[src/rtl/regfile_write_queue.sv]
// regfile_write_queue: FIFO-buffered register file writeback with pending-write
// hazard lookup. Define WB_FORWARD_EN to enable newest-match data forwarding on
// fwd_data1/fwd_data2; otherwise those ports are tied to zero.
module regfile_write_queue #(
    parameter int DEPTH = 4,
    parameter int AW    = 6,
    parameter int DW    = 32
) (
    input  logic                   clk,
    input  logic                   reset_n,
    input  logic                   req_valid,
    output logic                   req_ready,
    input  logic [AW-1:0]          req_addr,
    input  logic [DW-1:0]          req_data,
    input  logic                   drain_stall,
    output logic [AW-1:0]          W,
    output logic [DW-1:0]          Data_in,
    output logic                   W_en,
    input  logic [AW-1:0]          q_addr1,
    input  logic [AW-1:0]          q_addr2,
    output logic                   hit1,
    output logic                   hit2,
    output logic [DW-1:0]          fwd_data1,
    output logic [DW-1:0]          fwd_data2,
    output logic [$clog2(DEPTH):0] count,
    output logic                   empty,
    output logic                   full
);
    localparam int PW = $clog2(DEPTH);
    localparam int CW = PW + 1;

    logic [AW-1:0] addr_q [DEPTH];
    logic [DW-1:0] data_q [DEPTH];
    logic [DEPTH-1:0] vld;
    logic [PW-1:0] wr_ptr;
    logic [PW-1:0] rd_ptr;
    logic push;
    logic pop;

    assign empty     = count == '0;
    assign full      = count == CW'(DEPTH);
    assign req_ready = !full;
    assign push      = req_valid && !full;
    assign pop       = !empty && !drain_stall;

    // Queue storage, pointers, occupancy and the registered write port.
    always_ff @(posedge clk or negedge reset_n) begin
        if (!reset_n) begin
            for (int i = 0; i < DEPTH; i++) begin
                addr_q[i] <= '0;
                data_q[i] <= '0;
            end
            vld     <= '0;
            wr_ptr  <= '0;
            rd_ptr  <= '0;
            count   <= '0;
            W       <= '0;
            Data_in <= '0;
            W_en    <= 1'b0;
        end else begin
            // push and pop never touch the same slot: that needs count 0 or DEPTH
            if (pop) begin
                W           <= addr_q[rd_ptr];
                Data_in     <= data_q[rd_ptr];
                vld[rd_ptr] <= 1'b0;
                rd_ptr      <= rd_ptr + 1'b1;
            end
            if (push) begin
                addr_q[wr_ptr] <= req_addr;
                data_q[wr_ptr] <= req_data;
                vld[wr_ptr]    <= 1'b1;
                wr_ptr         <= wr_ptr + 1'b1;
            end
            W_en  <= pop;
            count <= count + CW'(push) - CW'(pop);
        end
    end

    // Hazard: the output register is still pending until the file commits it.
    always_comb begin
        hit1 = W_en && (W == q_addr1);
        hit2 = W_en && (W == q_addr2);
        for (int i = 0; i < DEPTH; i++) begin
            hit1 = hit1 || (vld[i] && (addr_q[i] == q_addr1));
            hit2 = hit2 || (vld[i] && (addr_q[i] == q_addr2));
        end
    end

`ifdef WB_FORWARD_EN
    // Forwarding: walk from oldest to newest so the newest match wins.
    always_comb begin
        fwd_data1 = (W_en && (W == q_addr1)) ? Data_in : '0;
        fwd_data2 = (W_en && (W == q_addr2)) ? Data_in : '0;
        for (int i = 0; i < DEPTH; i++) begin
            fwd_data1 = (vld[rd_ptr + PW'(i)] && (addr_q[rd_ptr + PW'(i)] == q_addr1)) ? data_q[rd_ptr + PW'(i)] : fwd_data1;
            fwd_data2 = (vld[rd_ptr + PW'(i)] && (addr_q[rd_ptr + PW'(i)] == q_addr2)) ? data_q[rd_ptr + PW'(i)] : fwd_data2;
        end
    end
`else
    assign fwd_data1 = '0;
    assign fwd_data2 = '0;
`endif
endmodule

[config.mk]
export PLATFORM = sky130hd
export DESIGN_NAME = regfile_write_queue
export DESIGN_NICKNAME = d
export VERILOG_FILES = /design/src/rtl/regfile_write_queue.sv
export SDC_FILE = /design/constraint.sdc
export NUM_CORES = 1
export LEC_CHECK = 0
export CAP_MARGIN = 10
export CORE_ASPECT_RATIO = 1.2
export CORE_UTILIZATION = 40
export CTS_CLUSTER_DIAMETER = 40
export DETAILED_ROUTE_END_ITERATION = 10
export PLACE_DENSITY_LB_ADDON = 0.2
export SYNTH_ARGS = -nofsm -noshare
export SYNTH_HDL_FRONTEND = slang
export SYNTH_SLANG_ARGS = --single-unit
[constraint.sdc]
create_clock -name clk -period 2.8 [get_ports clk]
set_input_delay 0.56 -clock clk [delete_from_list [all_inputs] [get_ports clk]]
set_output_delay 0.56 -clock clk [all_outputs]
set_load 0.02 [all_outputs]
==> flow_metrics.env <==
export IMPL_syn_to_final_growth_pct=22.6
export IMPL_reg2reg_setup_slack_ps=610
export IMPL_startpoint_types="flip-flop"
export IMPL_synth_top_area_share_pct=50.5
export IMPL_vias_per_cell=4.93
export IMPL_finalWorstPathRequiredPeriod_ps=2710
export IMPL_post_synth_instance_area_sq_um=10000
export IMPL_reg2reg_to="count[2]"
export IMPL_fin_crit_sh_pct=96.7
export IMPL_cap_viol_max_count=0
export IMPL_synthArstFlopShare_pct=100
export IMPL_initial_utilization_pct=40.5
export IMPL_post_synth_num_cell_types=29
export IMPL_remaining_antenna_violation_count=0
export IMPL_clock_insertion_delay_worst_skew_ps=530
export IMPL_numCtsBuffers=28
export IMPL_first_pass_grt_wire_length_microns=35800
export IMPL_critPathMaxFanout=4
export IMPL_grt_antenna_before_repair=0
export IMPL_count_of_routing_violations_after_the_opening_detailed_route_iteration=164
export IMPL_postCtsSetupRepairBufs=0
export IMPL_holdBufCountCts=0
export IMPL_synth_enable_flop_cells=0
export IMPL_static_leakage_power_nw=5.46
export IMPL_floorplan_rows=63
export IMPL_drive_gt1_share_pct=40.3
export IMPL_rsz0062_at_grt="true"
export IMPL_grt_pass1_vias=6297
export IMPL_finalClockSkew_ps=10.1
export IMPL_die_x_microns=146
export IMPL_kind_of_end_point_of_the_critical_path="primary output"
export IMPL_slew_limit_fails=0
export IMPL_globalRouteTotalUtil_pct=18.0
export IMPL_design_core_area_sq_um=24700
export IMPL_synth_area_leader_cell="sky130_fd_sc_hd__dfrtp_1"
export IMPL_die_h_microns=175
export IMPL_clkSinkCount=202
export IMPL_grt_max_degree=62
export IMPL_max_freq_ghz=0.369
export IMPL_io_buffers=100
export IMPL_slew_at_the_pin_closest_to_its_max_slew_limit_ps=783
export IMPL_post_dp_cell_area_sq_um=11200
export IMPL_yosys_warning_count=0
export IMPL_synthesis_area_per_instance_sq_um=15.0
export IMPL_htree_levels=1
export IMPL_slowest_stage="sky130_fd_sc_hd__or4_1"
export IMPL_highest_ir_drop_seen_on_vdd_uv=587
export IMPL_synth_seq_area_share_pct=50.5
export IMPL_timing_slew_headroom_pct=47.8
export IMPL_post_synth_inst_count=667
export IMPL_dominantRegCellSynth="sky130_fd_sc_hd__dfrtp_1"
export IMPL_min_path_type="in -> async"
export IMPL_num_vias=5588
export IMPL_clockRootBuffer="sky130_fd_sc_hd__clkbuf_16"
export IMPL_fp_dieArea_sq_um=25700
export IMPL_grt_overflow_total=0
export IMPL_clkTransAtPathRegs_ps=60
export IMPL_finalSetupViolations=0
export IMPL_final_count_of_hold_timing_violations=0
export IMPL_antenna_cells=0
export IMPL_ys_top_cells_by_count="sky130_fd_sc_hd__dfrtp_1 (202), sky130_fd_sc_hd__mux2_2 (154), sky130_fd_sc_hd__buf_4 (73)"
export IMPL_worst_endpoint_required_ps=2240
export IMPL_cp_cell_sequence="xnor2_2 > nand4_1 > or4_1 > o41ai_1 > or4_1 > buf_4"
export IMPL_synth_most_common_cell="sky130_fd_sc_hd__dfrtp_1"
export IMPL_gp_congestion=0.807
export IMPL_hpwlAfterDp_microns=14900
export IMPL_route_detailed_wl_per_inst_microns=19.3
export IMPL_worst_setup_path_type="reg -> out"
export IMPL_layout_cell_area_non_filler_sq_um=12300
export IMPL_critical_path_reg2reg_startpoint="count[2]"
export IMPL_cts_tree="done"
export IMPL_worst_path_max_stage_delay_ps=540
export IMPL_power_per_cell_area_nw_per_um2=1260
export IMPL_critical_path_at_ps=2150
export IMPL_drt_pass1_iter_count=4
export IMPL_wl_microns=21900
export IMPL_boundary_pin_count=165
export IMPL_synth_top_cells_by_area="sky130_fd_sc_hd__dfrtp_1 (51%), sky130_fd_sc_hd__mux2_2 (17%), sky130_fd_sc_hd__mux4_2 (8.6%)"
export IMPL_worst_r2r_path_depth=8
export IMPL_finalSetupTns_ps=0
export IMPL_drc=0
export IMPL_ys_seq_elements=202
export IMPL_critical_path_most_common_cell="sky130_fd_sc_hd__or4_1"
export IMPL_number_of_nets_in_the_layout=851
export IMPL_status="finished clean"
export IMPL_clock_tree_buffer_depth=3
[worst max-delay path, delay by kind of cell (launching register included)]
kind	cells	cell delay [ps]
buffers and inverters	1	180
AOI/OAI and AO/OA	1	60
xor gates and xnor gates	1	160
DFF	1	440
and+or+nand+nor	3	790
[metrics by stage]
stage	setup slack [ps]	hold WS, ps	cells	utilization, %	power, W
floorplan	11.9	264	730	-	0.00984
global placement	-508	481	1081	45.4	0.0115
detailed placement	-451	489	1081	45.4	0.0118
CTS	-33.8	21.1	1133	49.5	0.0157
global route	-9.65	54.9	1133	49.7	0.0164
finish	91.6	20.8	1133	49.7	0.0155
[layout by cell type, fill, tap and decap left out, types with 4 or more instances in the layout]
cell,n
sky130_fd_sc_hd__buf_12,8
sky130_fd_sc_hd__buf_4,23
sky130_fd_sc_hd__bufinv_16,4
sky130_fd_sc_hd__clkbuf_16,29
sky130_fd_sc_hd__clkdlybuf4s50_1,85
sky130_fd_sc_hd__clkinv_4,4
sky130_fd_sc_hd__conb_1,64
sky130_fd_sc_hd__dfrtp_1,199
sky130_fd_sc_hd__dlygate4sd2_1,6
sky130_fd_sc_hd__dlymetal6s2s_1,6
sky130_fd_sc_hd__ha_1,10
sky130_fd_sc_hd__inv_1,9
sky130_fd_sc_hd__inv_8,4
sky130_fd_sc_hd__mux2_2,154
sky130_fd_sc_hd__mux2_4,36
sky130_fd_sc_hd__mux4_2,38
sky130_fd_sc_hd__nand2_1,14
sky130_fd_sc_hd__nand2_4,4
sky130_fd_sc_hd__nand4_1,10
sky130_fd_sc_hd__nor4_1,6
sky130_fd_sc_hd__or4_1,4
sky130_fd_sc_hd__xnor2_1,31
sky130_fd_sc_hd__xor2_1,30
[layout make-up]
| cell class | instances | area, sq um |
|---|---|---|
| Clock inverter | 20 | 274 |
| Clock buffer | 32 | 757 |
| Timing Repair Buffer | 131 | 1340 |
| Tap cell | 325 | 407 |
| Multi-Input combinational cell | 414 | 4390 |
| Inverter | 9 | 33.8 |
| Sequential cell | 202 | 5060 |
| Fill cell | 2156 | 12400 |
[where the power goes]
group          leakage [nW]  switching, W  total, W  internal [W]
clock                 0.509       0.00143   0.00380       0.00237
sequential             2.40       0.00121   0.00567       0.00445
combinational          2.56       0.00233   0.00599       0.00366
[cells by family after synthesis]
| group | synth area share, % |
|---|---|
| buf+inv | 8.24 |
| simple gates | 2.58 |
| flops | 50.5 |
| mux | 31.3 |
| compound gates | 0.275 |
| xor+xnor | 5.60 |
| fa+ha+maj | 1.45 |
| other cells | 0.0375 |
[how the worst max path moves through the flow]
stage / start / endpoint / slack (ps) / cells past startpoint
CTS: q_addr1[2] / hit1 / -30 / 6
global placement: q_addr1[0] / hit1 / -510 / 6
global route: addr_q[21] / hit1 / -10 / 6
finish: addr_q[21] / hit1 / 90 / 6
detailed placement: q_addr1[3] / hit1 / -450 / 7
floorplan: count[2] / count[2] / 10 / 9
[flip-flops by register name, indices dropped and copies added, names as in the netlist, 2 cells and up]
name	count
W	6
addr_q	24
vld	4
count	3
rd_ptr	2
data_q	128
Data_in	32
wr_ptr	2
[timing repair]
item,4_1_cts,5_1_grt
setup endpoints to repair,2,2
resized for setup,14,12
pin swaps,1,1
[layer usage]
metal | GRT usage [%] | part of all wire, % | wire length, microns
met1 | 22.5 | 42 | 9250
met2 | 31.6 | 51 | 11200
met3 | 2.85 | 4.0 | 867
met4 | 5.64 | 2.4 | 533
met5 | 0 | 0 | 0
(Power assumes the default switching activity.)
